## config.mk

```make
export PLATFORM = sky130hd
export DESIGN_NAME = fp_div_seq
export DESIGN_NICKNAME = d
export VERILOG_FILES = /design/src/rtl/fp_div_seq.sv
export SDC_FILE = /design/constraint.sdc
export NUM_CORES = 1
export LEC_CHECK = 0
export CAP_MARGIN = 5
export CORE_ASPECT_RATIO = 0.75
export CORE_MARGIN = 2
export CORE_UTILIZATION = 53
export CTS_BUF_LIST = sky130_fd_sc_hd__clkbuf_16
export CTS_CLUSTER_DIAMETER = 200
export CTS_CLUSTER_SIZE = 20
export DETAILED_ROUTE_END_ITERATION = 12
export GPL_TIMING_DRIVEN = 0
export PLACE_DENSITY = 0.81
export SLEW_MARGIN = 20
export SYNTH_ARGS = -nofsm -noshare
export SYNTH_HDL_FRONTEND = slang
export SYNTH_SLANG_ARGS = --single-unit
```

## constraint.sdc

```tcl
create_clock -name clk -period 4.7 [get_ports clk]
set_clock_uncertainty 0.05 [all_clocks]
set_input_delay 1.41 -clock clk [delete_from_list [all_inputs] [get_ports clk]]
set_output_delay 1.41 -clock clk [all_outputs]
set_load 0.02 [all_outputs]
```

## src/rtl/fp_div_seq.sv

```systemverilog
// Sequential single-precision divider, fp_Z = fp_X / fp_Y, radix-2 restoring (one quotient bit per clock).
// Subnormals flush to zero; special operands still take the full DIV pass so latency is constant.
module fp_div_seq #(
    parameter logic [31:0] NAN_VALUE = 32'h7FC0_0000,
    parameter int          QBITS     = 26
) (
    input  logic        clk,
    input  logic        rst_n,
    input  logic        in_valid,
    output logic        in_ready,
    input  logic [31:0] fp_X,
    input  logic [31:0] fp_Y,
    input  logic [2:0]  r_mode,
    output logic        out_valid,
    input  logic        out_ready,
    output logic [31:0] fp_Z,
    output logic        ovrf,
    output logic        udrf
);

    // state | meaning
    // IDLE  | waiting for operands, in_ready=1
    // PREP  | classify operands, load remainder/divisor/counter/exponent
    // DIV   | one restoring-division step per clock, QBITS clocks
    // ROUND | normalise, round, override specials, register result
    // DONE  | result held with out_valid=1 until out_ready
    typedef enum logic [2:0] {IDLE, PREP, DIV, ROUND, DONE} state_t;

    state_t state_q, state_d;

    logic [31:0]       x_q, y_q;
    logic [2:0]        mode_q;
    logic              sign_q, spec_q;
    logic [31:0]       spec_z_q;
    logic signed [9:0] ez_q;
    logic [24:0]       rem_q;
    logic [23:0]       dm_q;
    logic [QBITS-1:0]  quo_q;
    logic [4:0]        cnt_q;

    always_comb begin
        state_d   = state_q;
        in_ready  = (state_q == IDLE);
        out_valid = (state_q == DONE);
        case (state_q)
            IDLE:    if (in_valid) state_d = PREP;
            PREP:    state_d = DIV;
            DIV:     if (cnt_q == 5'd1) state_d = ROUND;
            ROUND:   state_d = DONE;
            DONE:    if (out_ready) state_d = IDLE;
            default: state_d = IDLE;
        endcase
    end

    logic              x_zero, x_inf, x_nan, y_zero, y_inf, y_nan, prep_sign, prep_spec;
    logic [31:0]       prep_z;
    logic signed [9:0] prep_ez;

    always_comb begin
        x_zero    = (x_q[30:23] == 8'h00);
        y_zero    = (y_q[30:23] == 8'h00);
        x_inf     = (x_q[30:23] == 8'hFF) && (x_q[22:0] == 23'd0);
        y_inf     = (y_q[30:23] == 8'hFF) && (y_q[22:0] == 23'd0);
        x_nan     = (x_q[30:23] == 8'hFF) && (x_q[22:0] != 23'd0);
        y_nan     = (y_q[30:23] == 8'hFF) && (y_q[22:0] != 23'd0);
        prep_sign = x_q[31] ^ y_q[31];
        prep_ez   = $signed({2'b00, x_q[30:23]}) - $signed({2'b00, y_q[30:23]}) + 10'sd127;
        prep_spec = 1'b1;
        prep_z    = NAN_VALUE;
        if (x_nan || y_nan || (x_zero && y_zero) || (x_inf && y_inf)) begin
            prep_z = NAN_VALUE;
        end else if (x_inf || y_zero) begin
            prep_z = {prep_sign, 8'hFF, 23'd0};
        end else if (x_zero || y_inf) begin
            prep_z = {prep_sign, 31'd0};
        end else begin
            prep_spec = 1'b0;
        end
    end

    logic        q_bit;
    logic [24:0] diff, rem_sel, rem_d;

    always_comb begin
        q_bit   = (rem_q >= {1'b0, dm_q});
        diff    = rem_q - {1'b0, dm_q};
        rem_sel = q_bit ? diff : rem_q;
        rem_d   = rem_sel << 1;
    end

    logic              g_bit, s_bit, inc;
    logic [22:0]       frac_pre;
    logic signed [9:0] e_pre, e_post;
    logic [32:0]       packed_r;
    logic [31:0]       z_d;
    logic              ov_d, ud_d;

    always_comb begin
        if (quo_q[25]) begin
            frac_pre = quo_q[24:2];
            g_bit    = quo_q[1];
            s_bit    = quo_q[0] | (rem_q != 25'd0);
            e_pre    = ez_q;
        end else begin
            frac_pre = quo_q[23:1];
            g_bit    = quo_q[0];
            s_bit    = (rem_q != 25'd0);
            e_pre    = ez_q - 10'sd1;
        end
        case (mode_q)
            3'b001:  inc = 1'b0;
            3'b010:  inc = sign_q & (g_bit | s_bit);
            3'b011:  inc = ~sign_q & (g_bit | s_bit);
            3'b100:  inc = g_bit;
            default: inc = g_bit & (s_bit | frac_pre[0]);
        endcase
        // A carry out of the fraction ripples into the exponent, giving 1.0 x 2^(e+1).
        packed_r = {e_pre, frac_pre} + {32'd0, inc};
        e_post   = $signed(packed_r[32:23]);
        ov_d     = 1'b0;
        ud_d     = 1'b0;
        z_d      = {sign_q, packed_r[30:0]};
        if (spec_q) begin
            z_d = spec_z_q;
        end else if (e_pre <= 10'sd0) begin
            z_d  = {sign_q, 31'd0};
            ud_d = 1'b1;
        end else if (e_post >= 10'sd255) begin
            ov_d = 1'b1;
            case (mode_q)
                3'b001:  z_d = {sign_q, 31'h7F7F_FFFF};
                3'b010:  z_d = sign_q ? 32'hFF80_0000 : 32'h7F7F_FFFF;
                3'b011:  z_d = sign_q ? 32'hFF7F_FFFF : 32'h7F80_0000;
                default: z_d = {sign_q, 31'h7F80_0000};
            endcase
        end
    end

    always_ff @(posedge clk or negedge rst_n) begin
        if (!rst_n) begin
            state_q  <= IDLE;
            x_q      <= '0;
            y_q      <= '0;
            mode_q   <= '0;
            sign_q   <= 1'b0;
            spec_q   <= 1'b0;
            spec_z_q <= '0;
            ez_q     <= '0;
            rem_q    <= '0;
            dm_q     <= '0;
            quo_q    <= '0;
            cnt_q    <= '0;
            fp_Z     <= '0;
            ovrf     <= 1'b0;
            udrf     <= 1'b0;
        end else begin
            state_q <= state_d;
            case (state_q)
                IDLE: begin
                    if (in_valid) begin
                        x_q    <= fp_X;
                        y_q    <= fp_Y;
                        mode_q <= r_mode;
                    end
                end
                PREP: begin
                    sign_q   <= prep_sign;
                    spec_q   <= prep_spec;
                    spec_z_q <= prep_z;
                    ez_q     <= prep_ez;
                    rem_q    <= {2'b01, x_q[22:0]};
                    dm_q     <= {1'b1, y_q[22:0]};
                    quo_q    <= '0;
                    cnt_q    <= 5'(QBITS);
                end
                DIV: begin
                    rem_q <= rem_d;
                    quo_q <= {quo_q[QBITS-2:0], q_bit};
                    cnt_q <= cnt_q - 5'd1;
                end
                ROUND: begin
                    fp_Z <= z_d;
                    ovrf <= ov_d;
                    udrf <= ud_d;
                end
                default: ;
            endcase
        end
    end

endmodule

```

==> out/results.ini <==
[outcome]
status = complete, no violations

[global_route]
overflow = 0
antenna_found_initial = 0
top_usage_layer = met1
grtUsageMet1_pct = 41.1
grt_max_degree = 94
grt_use_met3_pct = 5.59
grt_pass1_vias = 9719
met2_usage_pct = 40.1
grt_use_total_pct = 27.4
grt_pass1_wl_um = 50600

[floorplanning]
die_w_um = 175
dieArea_sq_mm = 0.0232
io_pins = 107
rows = 46
core-area_sq_mm = 0.0214
fp.dieH_um = 132
initial_core_util_pct = 54.5

[route]
num_vias = 10175
drt_iter0_drc = 1081
drtPass1Iterations = 5
ant_nets = 0
wl_per_cell_um = 18.5
route.detailed.drc = 0
viasPerCell = 5.94
drt_wl_total_um = 31600

[critical_path]
cp.required_ps = 4960
cp_max_fo = 10
critPathArrivalTime_ps = 4940
crit_type = flop to flop
cp-start-kind = flop
crit_path_end_kind = flop

[finish]
final_util_pct = 65.8
fillCellCount = 1658
drive_gt1_share_pct = 11.7
diodes = 0
multi_input_area_sq_mm = 0.00623
syn_to_final_growth_pct = 20.7
layout.area.seq_sq_mm = 0.00498
nets = 1523

[synthesis]
synth_edf_count = 0
async_flop_share_pct = 100
synth.ff_latch_count = 199
netlist_area_sq_mm = 0.0116
synth.distinct_cells = 69
synth_area_per_cell_sq_um = 9.21
synthCells = 1264
ys.flop_type = dfrtp_1
synth.net_count = 1376
synth-warning-count = 0
yosysSeqAreaShare_pct = 42.8

[timing]
setup_viol = 0
hold_violations = 0
tightestPinTransition_ps = 1050
period_share_pct = 99.5
finalCriticalPeriod_ps = 4680
slew_headroom_pct = 28.9
max_freq_ghz = 0.214
maxSlewViolCount = 0
fin_tns_setup_ps = 0

[placed_design]
numPortBuffers = 106
gp_congestion = 0.965
hpwl_um = 22600

[power_and_ir_drop]
p_leak_uw = 0.00592
p_per_area_mw_per_mm2 = 769
vdd_drop_max_v = 0.000393

[job]
maxCapViolations = 0

[clock_tree]
clkSinkCount = 199
clk_pin_slew_ps = 80
h-tree-depth = 4
cts.path.max_buffers = 2
postCtsHoldBufs = 0
cts_made_buffers = 17
cts_tree = done
cts_root_buffer = clkbuf_16
clock_latency_ps = 440

[hold_path]
hp-class = flop to flop

-- logic make-up after synthesis --
family / share of synthesized area [%]
and+or+nand+nor: 18.7
muxes: 9.16
DFF: 42.8
adders and majority gates: 4.54
AOI/OAI and AO/OA: 14.2
xor gates and xnor gates: 6.02
buffers and inverters: 4.66
-- sequential cells by signal, summed over array words and instances, names as in the netlist --
| register | flops |
|---|---|
| fp_Z | 32 |
| spec_q | 1 |
| sign_q | 1 |
| quo_q | 26 |
| y_q | 32 |
| ovrf | 1 |
| ez_q | 10 |
| udrf | 1 |
| mode_q | 3 |
| state_q | 3 |
| cnt_q | 5 |
| spec_z_q | 3 |
| x_q | 32 |
| rem_q | 25 |
| dm_q | 24 |
-- routing by layer --
| layer | part of all wire (%) | wire length (um) |
|---|---|---|
| met1 | 46 | 14400 |
| met2 | 44 | 13900 |
| met3 | 8.2 | 2580 |
| met4 | 2.2 | 707 |
| met5 | 0 | 0 |
-- cells in the mapped netlist (4+ instances only) --
master	n	share of area [%]
dfrtp_1	199	43
nand2_1	183	5.9
o21ai_0	99	4.3
nor2_1	79	2.5
a21oi_1	70	3.0
mux2_2	68	6.6
inv_1	60	1.9
clkbuf_1	57	1.8
xnor2_1	50	3.8
ha_1	39	4.2
mux2i_1	30	2.6
xor2_1	30	2.3
and3_1	29	1.6
nand3_1	27	1.2
a22o_1	24	1.8
nor4_1	21	1.1
nand4_1	20	1.1
nor3_1	20	0.86
or3_1	13	0.70
a211oi_1	12	0.77
a21o_1	11	0.71
nor2b_1	11	0.59
a31oi_1	8	0.43
buf_2	8	0.34
and2_1	7	0.38
nand2b_1	7	0.38
buf_1	5	0.16
o31ai_1	5	0.32
a21boi_0	4	0.26
nor3b_1	4	0.26
nor4b_1	4	0.30
or2_2	4	0.22
-- critical path, cell delays in order (launching register included) --
cell       delay (ps)
dfrtp_1           400
buf_12            140
buf_8             150
a211oi_1           80
nand4_1           160
or3_1             150
o21ai_0            80
o21ai_1           160
o31a_1            160
ha_2              190
ha_2              210
nor4b_4           390
nand2_1           170
or4_4             490
or3_4             350
a211oi_4          270
o2bb2ai_4         190
inv_1             120
o21bai_4          240
clkbuf_4          260
o21ai_0           120
-- cell type report --
class	instances	area share, %
Sequential cell	199	35.5
Buffer	73	2.33
Timing Repair Buffer	130	9.34
Tap cell	288	2.57
Clock buffer	17	3.03
Multi-Input combinational cell	930	44.3
Clock inverter	15	1.34
Inverter	60	1.60
-- worst paths after layout --
kind	from	endpoint	slack, ps	cells after the start
setup / recovery	quo_q[25]	fp_Z[19]	20	20
hold / removal	dm_q[23]	dm_q[23]	400	2
setup reg to reg	quo_q[25]	fp_Z[19]	20	20
hold reg to reg	dm_q[23]	dm_q[23]	400	2
max in group asynchronous	rst_n	x_q[18]	2710	3
min in group asynchronous	rst_n	x_q[3]	770	1
-- power breakdown --
part / leakage [uW] / internal, uW / switching [uW] / total (uW)
clock network: 0.000298 / 812 / 730 / 1540
logic: 0.00317 / 2620 / 3500 / 6120
registers: 0.00245 / 2470 / 661 / 3130
-- timing repair --
action,4_1_cts,5_1_grt
setup buffers,8,13
endpoints found under the setup margin,33,31
pin swaps,2,4
gates resized for setup,14,14
gates cloned,1,0
-- cell usage in the layout, fill, tap and decap left out, types with 29 or more instances in the layout --
master             n
dfrtp_1          199
nand2_1          183
clkdlybuf4s50_1  105
o21ai_0           98
nor2_1            79
a21oi_1           69
mux2_2            68
inv_1             60
clkbuf_1          54
xnor2_1           50
ha_1              37
mux2i_1           30
xor2_1            30
and3_1            29
-- stage by stage --
stage / setup WS (ps) / total power, uW / cells / instance area, sq um / hold slack [ps]
2_1_floorplan: 112 / 7330 / 1264 / 11600 / 368
3_3_place_gp: -6040 / 8790 / 1658 / 13100 / 381
3_5_place_dp: -1190 / 9000 / 1660 / 13100 / 387
4_1_cts: 36.3 / 10600 / 1699 / 13900 / 403
5_1_grt: -95.0 / 11600 / 1712 / 14000 / 442
6_report: 22.2 / 10800 / 1712 / 14000 / 401
No activity file was read; power rests on OpenSTA's default activity.
